## src/rtl/y86_mem_pkg.sv

```systemverilog
// Shared definitions for the SRAM port arbiter: FSM state encoding and SRAM geometry defaults.
package y86_mem_pkg;

   typedef enum logic [1:0] {
      ST_IDLE,
      ST_SETUP,
      ST_STROBE,
      ST_ACK
   } mem_state_e;

   localparam int unsigned SRAM_DW_DEF = 16;
   localparam int unsigned SRAM_AW_DEF = 18;

   // Index width for a set of n items; never narrower than one bit.
   function automatic int unsigned idx_width(input int unsigned n);
      return (n > 32'd1) ? $clog2(n) : 1;
   endfunction

endpackage

```

## src/rtl/mem_port_arbiter_if.sv

```systemverilog
// Client request/response bus plus SRAM pin bundle of the port arbiter.
interface mem_port_arbiter_if #(
   parameter int unsigned NUM_PORTS = 3,
   parameter int unsigned ADDR_W    = 32,
   parameter int unsigned DATA_W    = 32,
   parameter int unsigned SRAM_DW   = y86_mem_pkg::SRAM_DW_DEF,
   parameter int unsigned SRAM_AW   = y86_mem_pkg::SRAM_AW_DEF
);

   logic [NUM_PORTS-1:0]        req;
   logic [NUM_PORTS-1:0]        we;
   logic [NUM_PORTS*ADDR_W-1:0] addr;
   logic [NUM_PORTS*DATA_W-1:0] wdata;
   logic [DATA_W-1:0]           rdata;
   logic [NUM_PORTS-1:0]        ack;
   logic [NUM_PORTS-1:0]        grant;

   logic [SRAM_AW-1:0]          sram_addr;
   logic [SRAM_DW-1:0]          sram_wdata;
   logic [SRAM_DW-1:0]          sram_rdata;
   logic                        sram_drive;
   logic                        sram_we_n;
   logic                        sram_oe_n;
   logic                        sram_ce_n;
   logic                        sram_ub_n;
   logic                        sram_lb_n;

   // Client side plus the SRAM pad model.
   modport master (
      output req, we, addr, wdata, sram_rdata,
      input  rdata, ack, grant,
      input  sram_addr, sram_wdata, sram_drive,
      input  sram_we_n, sram_oe_n, sram_ce_n, sram_ub_n, sram_lb_n
   );

   // Arbiter side.
   modport slave (
      input  req, we, addr, wdata, sram_rdata,
      output rdata, ack, grant,
      output sram_addr, sram_wdata, sram_drive,
      output sram_we_n, sram_oe_n, sram_ce_n, sram_ub_n, sram_lb_n
   );

endinterface

```

## src/rtl/rr_arbiter.sv

```systemverilog
// Combinational winner selection: round-robin from pointer+1, or fixed lowest-index priority.
module rr_arbiter #(
   parameter int unsigned NUM_PORTS = 3,
   parameter bit          RR_MODE   = 1'b1,
   localparam int unsigned PW       = y86_mem_pkg::idx_width(NUM_PORTS)
) (
   input  logic [NUM_PORTS-1:0] req,
   input  logic [PW-1:0]        pointer,
   output logic [NUM_PORTS-1:0] winner
);

   always_comb begin
      int unsigned idx;
      logic        found;
      winner = '0;
      found  = 1'b0;
      idx    = 0;
      for (int unsigned k = 0; k < NUM_PORTS; k++) begin
         if (RR_MODE)
            idx = (32'(pointer) + 32'd1 + k) % NUM_PORTS;
         else
            idx = k;
         if (!found && req[idx]) begin
            winner[idx] = 1'b1;
            found       = 1'b1;
         end
      end
   end

endmodule

```

## src/rtl/mem_port_arbiter.sv

```systemverilog
// N-port arbiter and word assembler in front of a 16-bit asynchronous SRAM.
// One client word is split into little-endian halfword beats, each a SETUP then STROBE cycle.
module mem_port_arbiter
   import y86_mem_pkg::*;
#(
   parameter int unsigned NUM_PORTS = 3,
   parameter int unsigned ADDR_W    = 32,
   parameter int unsigned DATA_W    = 32,
   parameter int unsigned SRAM_DW   = SRAM_DW_DEF,
   parameter int unsigned SRAM_AW   = SRAM_AW_DEF,
   parameter bit          RR_MODE   = 1'b1
) (
   input logic               CLOCK_50,
   input logic               RESET_N,
   mem_port_arbiter_if.slave bus
);

   localparam int unsigned BEATS     = DATA_W / SRAM_DW;
   localparam int unsigned PW        = idx_width(NUM_PORTS);
   localparam int unsigned BW        = idx_width(BEATS);
   localparam logic [BW-1:0] LAST_BEAT = BW'(BEATS - 1);

   mem_state_e           state, state_n;
   logic [PW-1:0]        owner;
   logic [PW-1:0]        rr_ptr;
   logic [PW-1:0]        win_idx;
   logic [BW-1:0]        beat;
   logic                 lat_we;
   logic [SRAM_AW-1:0]   lat_hw;
   logic [DATA_W-1:0]    lat_wdata;
   logic [DATA_W-1:0]    rdata_q;
   logic [NUM_PORTS-1:0] winner;
   logic [NUM_PORTS-1:0] owner_oh;
   logic [ADDR_W-1:0]    addr_sel;
   logic                 load;
   logic                 beat_inc;
   logic                 capture;
   logic                 ptr_upd;
   logic                 unused_addr_bits;

   rr_arbiter #(
      .NUM_PORTS (NUM_PORTS),
      .RR_MODE   (RR_MODE)
   ) u_rr_arbiter (
      .req     (bus.req),
      .pointer (rr_ptr),
      .winner  (winner)
   );

   always_comb begin
      win_idx = '0;
      for (int unsigned i = 0; i < NUM_PORTS; i++) begin
         if (winner[i])
            win_idx = PW'(i);
      end
   end

   assign addr_sel = bus.addr[win_idx*ADDR_W +: ADDR_W];
   // Byte-lane bit 0 and bits above the SRAM range carry no meaning here.
   assign unused_addr_bits = ^{addr_sel[ADDR_W-1:SRAM_AW+1], addr_sel[0]};

   always_comb begin
      owner_oh        = '0;
      owner_oh[owner] = 1'b1;
   end

   always_ff @(posedge CLOCK_50 or negedge RESET_N) begin
      if (!RESET_N)
         state <= ST_IDLE;
      else
         state <= state_n;
   end

   always_comb begin
      state_n        = state;
      load           = 1'b0;
      beat_inc       = 1'b0;
      capture        = 1'b0;
      ptr_upd        = 1'b0;
      bus.ack        = '0;
      bus.grant      = '0;
      bus.sram_addr  = '0;
      bus.sram_wdata = '0;
      bus.sram_drive = 1'b0;
      bus.sram_we_n  = 1'b1;
      bus.sram_oe_n  = 1'b1;
      bus.sram_ce_n  = 1'b1;
      bus.sram_ub_n  = 1'b1;
      bus.sram_lb_n  = 1'b1;
      case (state)
         ST_IDLE: begin
            if (|bus.req) begin
               load    = 1'b1;
               state_n = ST_SETUP;
            end
         end
         ST_SETUP, ST_STROBE: begin
            bus.grant     = owner_oh;
            bus.sram_addr = lat_hw + SRAM_AW'(beat);
            bus.sram_ce_n = 1'b0;
            bus.sram_ub_n = 1'b0;
            bus.sram_lb_n = 1'b0;
            if (lat_we) begin
               bus.sram_drive = 1'b1;
               bus.sram_wdata = lat_wdata[beat*SRAM_DW +: SRAM_DW];
            end
            if (state == ST_SETUP) begin
               state_n = ST_STROBE;
            end else begin
               if (lat_we) begin
                  bus.sram_we_n = 1'b0;
               end else begin
                  bus.sram_oe_n = 1'b0;
                  capture       = 1'b1;
               end
               beat_inc = 1'b1;
               state_n  = (beat == LAST_BEAT) ? ST_ACK : ST_SETUP;
            end
         end
         ST_ACK: begin
            bus.ack = owner_oh;
            ptr_upd = 1'b1;
            state_n = ST_IDLE;
         end
         default: state_n = ST_IDLE;
      endcase
   end

   always_ff @(posedge CLOCK_50 or negedge RESET_N) begin
      if (!RESET_N) begin
         owner     <= '0;
         rr_ptr    <= PW'(NUM_PORTS - 1);
         beat      <= '0;
         lat_we    <= 1'b0;
         lat_hw    <= '0;
         lat_wdata <= '0;
         rdata_q   <= '0;
      end else begin
         if (load) begin
            owner     <= win_idx;
            lat_we    <= bus.we[win_idx];
            lat_hw    <= addr_sel[SRAM_AW:1];
            lat_wdata <= bus.wdata[win_idx*DATA_W +: DATA_W];
            beat      <= '0;
         end
         if (capture)
            rdata_q[beat*SRAM_DW +: SRAM_DW] <= bus.sram_rdata;
         if (beat_inc)
            beat <= beat + 1'b1;
         if (ptr_upd)
            rr_ptr <= owner;
      end
   end

   assign bus.rdata = rdata_q;

endmodule
```

## src/flat_wrapper.sv

```systemverilog
// flat-port wrapper written by rule: the top's interface ports become plain ports
module mem_port_arbiter_flat import y86_mem_pkg::*;
#(
   parameter int unsigned NUM_PORTS = 3,
   parameter int unsigned ADDR_W    = 32,
   parameter int unsigned DATA_W    = 32,
   parameter int unsigned SRAM_DW   = SRAM_DW_DEF,
   parameter int unsigned SRAM_AW   = SRAM_AW_DEF,
   parameter bit          RR_MODE   = 1'b1
)
  (CLOCK_50, RESET_N, bus_req, bus_we, bus_addr, bus_wdata, bus_sram_rdata, bus_rdata, bus_ack, bus_grant, bus_sram_addr, bus_sram_wdata, bus_sram_drive, bus_sram_we_n, bus_sram_oe_n, bus_sram_ce_n, bus_sram_ub_n, bus_sram_lb_n);
  mem_port_arbiter_if #(.NUM_PORTS(NUM_PORTS), .ADDR_W(ADDR_W), .DATA_W(DATA_W), .SRAM_DW(SRAM_DW), .SRAM_AW(SRAM_AW)) bus_i ();
  input logic CLOCK_50;
  input logic RESET_N;
  input wire logic [$bits(bus_i.req)-1:0] bus_req;
  input wire logic [$bits(bus_i.we)-1:0] bus_we;
  input wire logic [$bits(bus_i.addr)-1:0] bus_addr;
  input wire logic [$bits(bus_i.wdata)-1:0] bus_wdata;
  input wire logic [$bits(bus_i.sram_rdata)-1:0] bus_sram_rdata;
  output wire logic [$bits(bus_i.rdata)-1:0] bus_rdata;
  output wire logic [$bits(bus_i.ack)-1:0] bus_ack;
  output wire logic [$bits(bus_i.grant)-1:0] bus_grant;
  output wire logic [$bits(bus_i.sram_addr)-1:0] bus_sram_addr;
  output wire logic [$bits(bus_i.sram_wdata)-1:0] bus_sram_wdata;
  output wire logic [$bits(bus_i.sram_drive)-1:0] bus_sram_drive;
  output wire logic [$bits(bus_i.sram_we_n)-1:0] bus_sram_we_n;
  output wire logic [$bits(bus_i.sram_oe_n)-1:0] bus_sram_oe_n;
  output wire logic [$bits(bus_i.sram_ce_n)-1:0] bus_sram_ce_n;
  output wire logic [$bits(bus_i.sram_ub_n)-1:0] bus_sram_ub_n;
  output wire logic [$bits(bus_i.sram_lb_n)-1:0] bus_sram_lb_n;
  assign bus_i.req = bus_req;
  assign bus_i.we = bus_we;
  assign bus_i.addr = bus_addr;
  assign bus_i.wdata = bus_wdata;
  assign bus_i.sram_rdata = bus_sram_rdata;
  assign bus_rdata = bus_i.rdata;
  assign bus_ack = bus_i.ack;
  assign bus_grant = bus_i.grant;
  assign bus_sram_addr = bus_i.sram_addr;
  assign bus_sram_wdata = bus_i.sram_wdata;
  assign bus_sram_drive = bus_i.sram_drive;
  assign bus_sram_we_n = bus_i.sram_we_n;
  assign bus_sram_oe_n = bus_i.sram_oe_n;
  assign bus_sram_ce_n = bus_i.sram_ce_n;
  assign bus_sram_ub_n = bus_i.sram_ub_n;
  assign bus_sram_lb_n = bus_i.sram_lb_n;
  mem_port_arbiter #(.NUM_PORTS(NUM_PORTS), .ADDR_W(ADDR_W), .DATA_W(DATA_W), .SRAM_DW(SRAM_DW), .SRAM_AW(SRAM_AW), .RR_MODE(RR_MODE)) u_core (.CLOCK_50(CLOCK_50), .RESET_N(RESET_N), .bus(bus_i));
endmodule
```

## config.mk

```make
export PLATFORM = sky130hd
export DESIGN_NAME = mem_port_arbiter_flat
export DESIGN_NICKNAME = d
export VERILOG_FILES = /design/src/rtl/y86_mem_pkg.sv /design/src/rtl/mem_port_arbiter_if.sv /design/src/rtl/rr_arbiter.sv /design/src/rtl/mem_port_arbiter.sv /design/src/flat_wrapper.sv
export SDC_FILE = /design/constraint.sdc
export NUM_CORES = 1
export LEC_CHECK = 0
export ABC_CLOCK_PERIOD_IN_PS = 6500
export CORE_MARGIN = 2
export CORE_UTILIZATION = 30
export CTS_CLUSTER_SIZE = 25
export DETAILED_ROUTE_END_ITERATION = 10
export GPL_ROUTABILITY_DRIVEN = 1
export PLACE_DENSITY = 0.64
export REMOVE_ABC_BUFFERS = 1
export SKIP_LAST_GASP = 1
export SLEW_MARGIN = 20
export SYNTH_ARGS = -nofsm -noshare
export SYNTH_HDL_FRONTEND = slang
export SYNTH_SLANG_ARGS = --single-unit
```

## constraint.sdc

```tcl
create_clock -name CLOCK_50 -period 6.5 [get_ports CLOCK_50]
set_clock_uncertainty 0.05 [all_clocks]
set_input_delay 0.975 -clock CLOCK_50 [delete_from_list [all_inputs] [get_ports CLOCK_50]]
set_output_delay 0.975 -clock CLOCK_50 [all_outputs]
set_load 0.02 [all_outputs]
```

==> impl_metrics.tcl <==
set metrics [dict create \
    status "completed" \
    clkTransAtPathRegs_ns 0.07 \
    ys.flop_type "dfrtp_1" \
    regArea_um2 2250 \
    grt_pass1_vias 4774 \
    synth_area_leaders "dfrtp_1 41%, mux2i_1 31%, mux2_2 6.6%" \
    start_kind "flop" \
    setup_viol 0 \
    synth_cell_types 44 \
    period_share 0.606 \
    final_nets 930 \
    portBuffers 251 \
    place_congestion 0.789 \
    synth_seq_cells 90 \
    fp.dieArea_um2 19300 \
    io_pins 294 \
    antenna_left 0 \
    grt_overflow_total 0 \
    clk_path_buf_depth 2 \
    vias 4430 \
    cts_resized 0 \
    viasPerCell 4.73 \
    fp.dieH_um 139 \
    setup_tns_ns 0 \
    end_kind "output pin" \
    combPwrFrac 0.613 \
    seqPwrFrac 0.253 \
    synth-xor-area-share 0.0240 \
    cts_tree "done" \
    grt_pass1_wl_um 25300 \
    hold_path.class "flop to flop" \
    insertion_delay_ns 0.35 \
    n_antenna_cell 0 \
    worst_pin_slew_ns 0.955 \
    clkPwrFrac 0.134 \
    synth_edf_count 0 \
    p_leak_uw 0.00368 \
    synth_top_family_by_area "multiplexers" \
    post-dp-hpwl_um 12000 \
    start_util 0.305 \
    worst_slack_ns 2.56 \
    synth_commonest_cells "169 x mux2i_1, 89 x dfrtp_1, 34 x nor2_1, 32 x mux2_2, 14 x nand2_1" \
    ys_seq_area_frac 0.412 \
    p_switching_uw 1740 \
    grt_max_degree 55 \
    ys_warn_count 0 \
    rsz0062_at_grt "false" \
    dieWidth_um 139 \
    fin_crit_ns 3.94 \
    core_area_um2 17900 \
    multiInputGateArea_um2 2920 \
    crit_arrival_ns 2.91 \
    powerDensity_nw_per_um2 499 \
    muxShareOfSynthArea 0.378 \
    fp-row-count 49 \
    synthAdderAreaFrac 0.0252 \
    clockRootBuffer "clkbuf_16" \
    fmax_mhz 254 \
    cap_violations 0 \
    cts-buffers-inserted 9 \
    dr.pass1.iters 4 \
    drtIter0Drc 99 \
    cp_max_fo 18 \
    gr-usage-all-layers 0.164 \
    syn_area_um2 5470 \
    maxSlewHeadroom 0.363 \
    final_hold_viol_count 0 \
    synth_most_common_cell "mux2i_1" \
    layout-drive-gt1-share 0.0960 \
    drc 0 \
    wirelength_um 15900 \
    report.final.slew_viol_count 0 \
    yosysTopAreaCellShare 0.407 \
    numClockSinks 90 \
    required_ns 5.47 \
    cellInternalPower_uw 2450 \
    vdd_drop_max_mv 0.256 \
    pre_cts_ws_ns 2.78 \
    synthArstFlopShare 1.00 \
    avgSynthCellArea_um2 11.8 \
    synth_cells 464 \
    synth_top_area_cell "dfrtp_1" \
    antenna_found_initial 0 \
    syn_to_final_growth_pct 53.3 \
    routedWlPerCell_um 17.0 \
    ctsHoldBuffers 0 \
    htreeDepth 3 \
    crit_type "flop to output pin" \
    sw_frac_of_total 0.415 \
    synth_compound_area_frac 0.0229 \
    fill_cells 1649 \
    post-cts-setup-buffers 0 \
    synthSimpleGateAreaFrac 0.0819 \
]
## registers in the layout, indices dropped and copies added, names as in the netlist
signal and cells:
u_core.beat 1, u_core.lat_we 1, u_core.lat_wdata 32, u_core.owner 2
u_core.rr_ptr 2, u_core.bus.rdata 32, u_core.state 2, u_core.lat_hw 18
## layout make-up
type,instances,share of cell area
Tap cell,229,0.0342
Sequential cell,90,0.269
Timing Repair Buffer,257,0.305
Clock buffer,10,0.0285
Clock inverter,6,0.00955
Inverter,12,0.00537
Multi-Input combinational cell,333,0.349
## power groups by stage
stage | clock, µW | combinational [µW] | sequential [µW]
final | 558 | 2560 | 1060
after global routing | 595 | 2750 | 1110
after detailed placement | 0 | 2600 | 1070
after global placement | 0 | 2550 | 1050
after floorplan | 0 | 1540 | 1170
after CTS | 578 | 2610 | 1060
## worst max-delay path, cell delays in order (launching register included)
cell,delay [ns]
dfrtp_1,0.40
inv_1,0.09
ha_1,0.46
nand2_1,0.56
or2_2,0.50
clkdlybuf4s50_1,0.56
## stage by stage
| stage | total power [µW] | cells | area [µm²] | hold WS, ns | util |
|---|---|---|---|---|---|
| finish | 4180 | 937 | 8380 | 0.459 | 0.468 |
| global placement | 3600 | 921 | 8060 | 0.442 | 0.450 |
| global route | 4450 | 937 | 8380 | 0.467 | 0.468 |
| CTS | 4250 | 937 | 8380 | 0.463 | 0.468 |
| floorplan | 2710 | 435 | 5210 | 0.443 | - |
| detailed placement | 3670 | 921 | 8060 | 0.446 | 0.450 |
## cell usage in the layout, fill, tap and decap left out, types with 5 or more instances in the layout
cell / instances
and2_1: 6
buf_4: 7
clkbuf_16: 9
clkdlybuf4s50_1: 250
dfrtp_1: 89
ha_1: 11
inv_1: 11
mux2_2: 32
mux2i_1: 169
nand2_1: 14
nand3_1: 6
nand4_1: 5
nor2_1: 34
o21ai_0: 6
xnor2_1: 10
xor2_1: 5
## worst paths after layout
path	from	end	slack [ns]	cells past startpoint
setup / recovery	u_core.state[1]	bus_sram_we_n	2.56	5
hold / removal	u_core.bus.rdata[14]	u_core.bus.rdata[14]	0.46	1
setup reg to reg	u_core.rr_ptr[1]	u_core.lat_hw[8]	3.50	7
hold reg to reg	u_core.bus.rdata[14]	u_core.bus.rdata[14]	0.46	1
max in group asynchronous	RESET_N	u_core.lat_wdata[1]	4.73	2
min in group asynchronous	RESET_N	u_core.lat_wdata[25]	0.54	1
## cells by family after synthesis
logic type | after synthesis
DFF | 90
buffers and inverters | 41
muxes | 202
adders and majority gates | 11
and+or+nand+nor | 87
AOI/OAI and AO/OA | 18
xor gates and xnor gates | 15
## per-layer routing
| layer | up-vias | global-route usage | wire length, µm |
|---|---|---|---|
| met2 | 174 | 0.298 | 8270 |
| met3 | 29 | 0.0487 | 1070 |
| met5 | - | 0 | 0 |
| met4 | 0 | 0.0542 | 358 |
| li1 | 2116 | - | - |
| met1 | 2111 | 0.185 | 6230 |
Note: power is estimated with default switching activity, not from simulation.
==> RTL edit 1 (config.mk and constraints unchanged) <==
`RR_MODE` is set to 1'b1 in 3 places; all go to 1'b0.
--- a/src/rtl/rr_arbiter.sv
+++ b/src/rtl/rr_arbiter.sv
@@ -1,7 +1,7 @@
 // Combinational winner selection: round-robin from pointer+1, or fixed lowest-index priority.
 module rr_arbiter #(
    parameter int unsigned NUM_PORTS = 3,
-   parameter bit          RR_MODE   = 1'b1,
+   parameter bit          RR_MODE   = 1'b0,
    localparam int unsigned PW       = y86_mem_pkg::idx_width(NUM_PORTS)
 ) (
    input  logic [NUM_PORTS-1:0] req,
--- a/src/rtl/mem_port_arbiter.sv
+++ b/src/rtl/mem_port_arbiter.sv
@@ -8,7 +8,7 @@
    parameter int unsigned DATA_W    = 32,
    parameter int unsigned SRAM_DW   = SRAM_DW_DEF,
    parameter int unsigned SRAM_AW   = SRAM_AW_DEF,
-   parameter bit          RR_MODE   = 1'b1
+   parameter bit          RR_MODE   = 1'b0
 ) (
    input logic               CLOCK_50,
    input logic               RESET_N,
--- a/src/flat_wrapper.sv
+++ b/src/flat_wrapper.sv
@@ -6,7 +6,7 @@
    parameter int unsigned DATA_W    = 32,
    parameter int unsigned SRAM_DW   = SRAM_DW_DEF,
    parameter int unsigned SRAM_AW   = SRAM_AW_DEF,
-   parameter bit          RR_MODE   = 1'b1
+   parameter bit          RR_MODE   = 1'b0
 )
   (CLOCK_50, RESET_N, bus_req, bus_we, bus_addr, bus_wdata, bus_sram_rdata, bus_rdata, bus_ack, bus_grant, bus_sram_addr, bus_sram_wdata, bus_sram_drive, bus_sram_we_n, bus_sram_oe_n, bus_sram_ce_n, bus_sram_ub_n, bus_sram_lb_n);
   mem_port_arbiter_if #(.NUM_PORTS(NUM_PORTS), .ADDR_W(ADDR_W), .DATA_W(DATA_W), .SRAM_DW(SRAM_DW), .SRAM_AW(SRAM_AW)) bus_i ();
Formal check against the unedited RTL: not equivalent (Yosys sat finds a counterexample within 10 cycles, from zero or initial values and one cycle with RESET_N low).
==> RTL edit 1 against the unedited design <==
Combinational power shrank 25%. Largest cell class unchanged. Sequential cell count down 2. Clock power is 7.5% lower. Largest power group unchanged. Cell area decreased by 2.1%. Routed wire length is 6.3% higher. Global-route usage grew 1.4 points. Worst hold slack worse by 5.0 ps. Worst setup slack worse by 76 ps. Power shrank 18%. Highest routed layer unchanged. Sequential share of layout area barely moved. Synthesized area decreased by 3.3%. Sequential power decreased by 4%.
==> RTL edit 1: results (changes against the unedited design) <==
| Metric | Value |
|---|---|
| Post-CTS setup buffers | 0 (unchanged) |
| Max-slew headroom | 35.4% (was 36.3%) |
| CP Launch Point | u_core.beat (was u_core.state[1]) |
| Crit Path Max Fanout | 23 (was 18) |
| First-pass GRT wire length | 26300 µm (was 25300 µm) |
| Met3 Wirelength | 880 µm (was 1070 µm) |
| Maximum vdd drop | 0.000243 V (was 0.000256 V) |
| Vias per inst | 5.21 (was 4.73) |
| Num CTS Buffers | 9 (unchanged) |
| Reg2Reg Depth | 5 (was 7) |
| Fin nets | 952 (was 930) |
| Top post-synthesis cells by area | dfrtp_1, mux2_2, a22oi_1 (was dfrtp_1, mux2i_1, mux2_2) |
| Outcome | finished clean (unchanged) |
| M1 GR Usage | 22.8% (was 18.5%) |
| M1 WL | 7180 µm (was 6230 µm) |
| Critical path's slowest cell | clkdlybuf4s50_1 (was nand2_1) |
| Gpl congestion | 0.813 (was 0.789) |
| IO Port Bufs | 251 (unchanged) |
| Leak Pwr | 3.11 nW (was 3.68 nW) |
| Register-to-register setup slack | 3990 ps (was 3500 ps) |
| Clk pin slew, worst setup/hold paths | 60 ps |
| Most frequent cells after synthesis | a22oi_1, dfrtp_1, mux2_2, o21ai_0, nor2_1 (was mux2i_1, dfrtp_1, nor2_1, mux2_2, nand2_1) |
| 1st-pass router iterations | 4 (unchanged) |
| R2r endpoint | u_core.bus.rdata[14] (was u_core.lat_hw[8]) |
| Clock buffer depth | 2 (unchanged) |
| Delay-heaviest family, CP | buffers and inverters (was simple AND/OR/NAND/NOR gates) |
| Netlist cell types | 41 (was 44) |
| Global Route met2 Usage | 30.6% (was 29.8%) |
| Largest net degree at the start of global routing | 89 (was 55) |
| WL/cell | 17.7 µm (was 17.0 µm) |
| CP endpoint | bus_sram_addr[14] (was bus_sram_we_n) |
| GRT Overall Usage | 17.9% (was 16.4%) |
| Launching point of the worst reg2reg path | u_core.state[1] (was u_core.rr_ptr[1]) |
| Crit-path max cell delay | 640 ps (was 560 ps) |
| Met2 WL | 8540 µm (was 8270 µm) |
| Synthesis warning total | 0 (unchanged) |
| Layout cells sized above 1 | 15.8% (was 9.60%) |
| Global Route met3 Usage | 3.07% (was 4.87%) |
| Initial DRC Count | 284 (was 99) |
| Sequential-to-total area share from yosys stat | 41.7% (was 41.2%) |
| DPL Wire Length | 12300 µm (was 12000 µm) |
| Asr flop ratio synth | 100% (unchanged) |
[RTL edit 1: per-stage QoR]
| stage | instances | area [µm²] | setup WS (ps) | hold WS, ps | power (mW) |
|---|---|---|---|---|---|
| 2_1_floorplan | 460 | 5060 | 3130 | 429 | 2.07 |
| 3_3_place_gp | 942 | 7910 | 2810 | 437 | 2.89 |
| 5_1_grt | 958 | 8210 | 2200 | 470 | 3.67 |
| 4_1_cts | 958 | 8200 | 2430 | 457 | 3.48 |
| 3_5_place_dp | 942 | 7910 | 2810 | 443 | 2.95 |
| 6_report | 958 | 8210 | 2490 | 453 | 3.45 |
[RTL edit 1: logic make-up after synthesis]
family          Yosys count  synth area share, %
compound gates          175                 22.2
xor+xnor                  9                 1.49
simple gates             73                 7.27
fa+ha+maj                 8                 1.89
buf+inv                  55                 4.76
mux                      99                 20.7
flops                    88                 41.7
[RTL edit 1: power by group]
group	switching, mW	internal [mW]	total [mW]	leakage, nW
combinational	0.926	0.985	1.91	1.93
clock	0.216	0.300	0.516	0.139
sequential	0.189	0.831	1.02	1.05
[RTL edit 1: how the worst min path moves through the flow]
stage / end / slack [ps] / start
after detailed placement: u_core.lat_wdata[6] / 440 / u_core.lat_wdata[6]
after global placement: u_core.lat_wdata[7] / 440 / u_core.lat_wdata[7]
final: u_core.lat_wdata[18] / 450 / u_core.lat_wdata[18]
after global routing: u_core.bus.rdata[31] / 470 / u_core.bus.rdata[31]
after CTS: u_core.lat_wdata[6] / 460 / u_core.lat_wdata[6]
after floorplan: u_core.lat_wdata[0] / 430 / u_core.lat_wdata[0]
[RTL edit 1: cell type report]
type                            count  area [µm²]
Clock buffer                       10         229
Clock inverter                      6        67.6
Fill cell                        1563        9030
Inverter                            8        30.0
Multi-Input combinational cell    364        2850
Sequential cell                    88        2200
Tap cell                          225         282
Timing Repair Buffer              257        2550
==> RTL edit 2 (same settings) <==
Made on the original files. Make the reset (`RESET_N`) synchronous in 2 clocked blocks. Comments in the files are not updated.
--- a/src/rtl/mem_port_arbiter.sv
+++ b/src/rtl/mem_port_arbiter.sv
@@ -64,7 +64,7 @@
       owner_oh[owner] = 1'b1;
    end
 
-   always_ff @(posedge CLOCK_50 or negedge RESET_N) begin
+   always_ff @(posedge CLOCK_50) begin
       if (!RESET_N)
          state <= ST_IDLE;
       else
@@ -126,7 +126,7 @@
       endcase
    end
 
-   always_ff @(posedge CLOCK_50 or negedge RESET_N) begin
+   always_ff @(posedge CLOCK_50) begin
       if (!RESET_N) begin
          owner     <= '0;
          rr_ptr    <= PW'(NUM_PORTS - 1);
Function: differs if RESET_N is asserted again (counterexample within 4 cycles, from zero or initial values and one cycle with RESET_N low); with RESET_N held inactive, the same outputs for 4 cycles.
==> RTL edit 2 against the unedited design <==
Utilization grew 2.1 points. Routed wire length grew 0.16%. Highest routed layer unchanged. Synthesized area shrank 10%. Cell area shrank 7.0%. Count of clock-buffer cells in the layout grew 2. Worst setup slack gained 44 ps. Sequential cell count is the same. Non-clock buffer count shrank 2.
Power is not compared: it rests on default switching activity, and its combinational part moved more than twofold at a synthesized area within 25%.
==> RTL edit 2: results (changes against the unedited design) <==
| Metric | Value |
|---|---|
| Outcome | finished clean (unchanged) |
| Asr flop ratio synth | 0% (was 100%) |
| Hold Path End | u_core.bus.rdata[4] (was u_core.bus.rdata[14]) |
| GRT Overall Usage | 18.1% (was 16.4%) |
| Sequential-to-total area share from yosys stat | 36.6% (was 41.2%) |
| Reg2Reg Depth | 8 (was 7) |
| Ys flop type | dfxtp_1 (was dfrtp_1) |
| Vias in the first global route | 4818 (was 4774) |
| Layout cells sized above 1 | 4.35% (was 9.60%) |
| Clock buffer depth | 2 (unchanged) |
| DPL Wire Length | 12000 µm (about the same) |
| Register-to-register setup slack | 3320 ps (was 3500 ps) |
| Launching point of the worst reg2reg path | u_core.rr_ptr[0] (was u_core.rr_ptr[1]) |
| IO Port Bufs | 251 (unchanged) |
| Worst slew pin tran | 1080 ps (was 955 ps) |
| Leak Pwr | 2.82 nW |
| H-tree Lvls | 3 (unchanged) |
| Largest net degree at the start of global routing | 57 (was 55) |
| Fin nets | 1003 (was 930) |
| Hold Path Depth | 2 (was 1) |
| Gpl congestion | 0.758 (was 0.789) |
| Num CTS Buffers | 9 (unchanged) |
| Netlist cell types | 40 (was 44) |
| Most frequent cells after synthesis | mux2i_1, dfxtp_1, nand2_1, o22ai_1, a21oi_1 (was mux2i_1, dfrtp_1, nor2_1, mux2_2, nand2_1) |
| R2r endpoint | u_core.owner[0] (was u_core.lat_hw[8]) |
| Min Hold Slack | 404 ps (was 459 ps) |
| Top post-synthesis cells by area | dfxtp_1, mux2i_1, o22ai_1 (was dfrtp_1, mux2i_1, mux2_2) |
| Initial DRC Count | 205 (was 99) |
| Type of the tightest min-delay check | reg2reg (unchanged) |
| Clk pin slew, worst setup/hold paths | 60 ps |
| Crit Path Max Fanout | 5 (was 18) |
| Cells after Synth | 550 (was 464) |
| 1st-pass router iterations | 4 (unchanged) |
| Synthesis warning total | 0 (unchanged) |
| Antenna violations before repair | 0 (unchanged) |
| Maximum vdd drop | 0.000116 V |
| Clock root cell | clkbuf_16 (unchanged) |
| CTS resizes | 0 (unchanged) |
| WL/cell | 16.0 µm (was 17.0 µm) |
| First-pass GRT wire length | 25200 µm (was 25300 µm) |
| Worst Path Arrival | 2870 ps (was 2910 ps) |
| Post-CTS setup buffers | 0 (unchanged) |
| Worst-Skew Late Latency | 340 ps |
| Worst Min Path Start | u_core.bus.rdata[4] (was u_core.bus.rdata[14]) |
| Diode count | 0 (unchanged) |
| Vias per inst | 4.81 (was 4.73) |
==> RTL edit 2: changes by cell type after synthesis, moves of 6 or more <==
cell / delta
buf_2: +6
dfrtp_1: -89
clkbuf_1: +7
a21oi_1: +41
o22ai_1: +47
buf_4: -6
dfxtp_1: +90
mux2_2: -32
nand2_1: +63
mux2i_1: -49
==> RTL edit 2: metal layers <==
metal | track usage (%) | wire length, µm | share of wire (%)
met4 | 6.22 | 281 | 1.8
met1 | 21.1 | 6460 | 40
met3 | 5.31 | 1300 | 8.2
met5 | 0 | 0 | 0
met2 | 31.6 | 7910 | 50
==> RTL edit 2: per-stage QoR <==
step	setup WS (ps)	area [µm²]	total power [mW]	utilization, %	cells
finish	2610	7790	1.56	48.9	997
detailed placement	2560	7490	1.06	47.0	981
global route	2450	7790	1.64	48.9	997
floorplan	1040	4650	0.856	-	510
CTS	2590	7790	1.59	48.9	997
global placement	2670	7490	1.05	47.0	981
==> RTL edit 2: area by class of cell <==
type                            instances  area, µm²
Inverter                               14       52.6
Tap cell                              216        270
Sequential cell                        90       1800
Clock buffer                           12        246
Fill cell                            1507       8150
Clock inverter                          4       51.3
Multi-Input combinational cell        406       2830
Timing Repair Buffer                  255       2540
==> RTL edit 2: cell families after synthesis <==
family / share of synthesized area (%)
and+or+nand+nor: 13.9
muxes: 24.4
AOI/OAI and AO/OA: 13.8
DFF: 36.6
buffers and inverters: 6.55
xor gates and xnor gates: 1.96
adders and majority gates: 2.79
==> RTL edit 2: worst max-delay path by stage <==
stage | from | end | slack, ps
2_1_floorplan | bus_req[2] | u_core.owner[0] | 1040
3_3_place_gp | bus_req[1] | u_core.owner[0] | 2670
5_1_grt | u_core.state[1] | bus_sram_wdata[8] | 2450
3_5_place_dp | bus_req[1] | u_core.owner[0] | 2560
6_report | u_core.lat_hw[0] | bus_sram_addr[14] | 2610
4_1_cts | u_core.lat_hw[0] | bus_sram_addr[14] | 2590
==> RTL edit 2: where the power goes <==
part	total, mW	switching [mW]	internal [mW]
clock	0.525	0.216	0.309
sequential	0.636	0.0348	0.601
combinational	0.403	0.182	0.221
==> RTL edit 2: worst max-delay path, stage by stage (launching register included) <==
cell and delay, ps:
dfxtp_1 350, ha_1 210, ha_1 200, nand3_1 110, nor2_1 350, nand2_1 170
or3_1 330, a21oi_1 150, clkdlybuf4s50_1 660
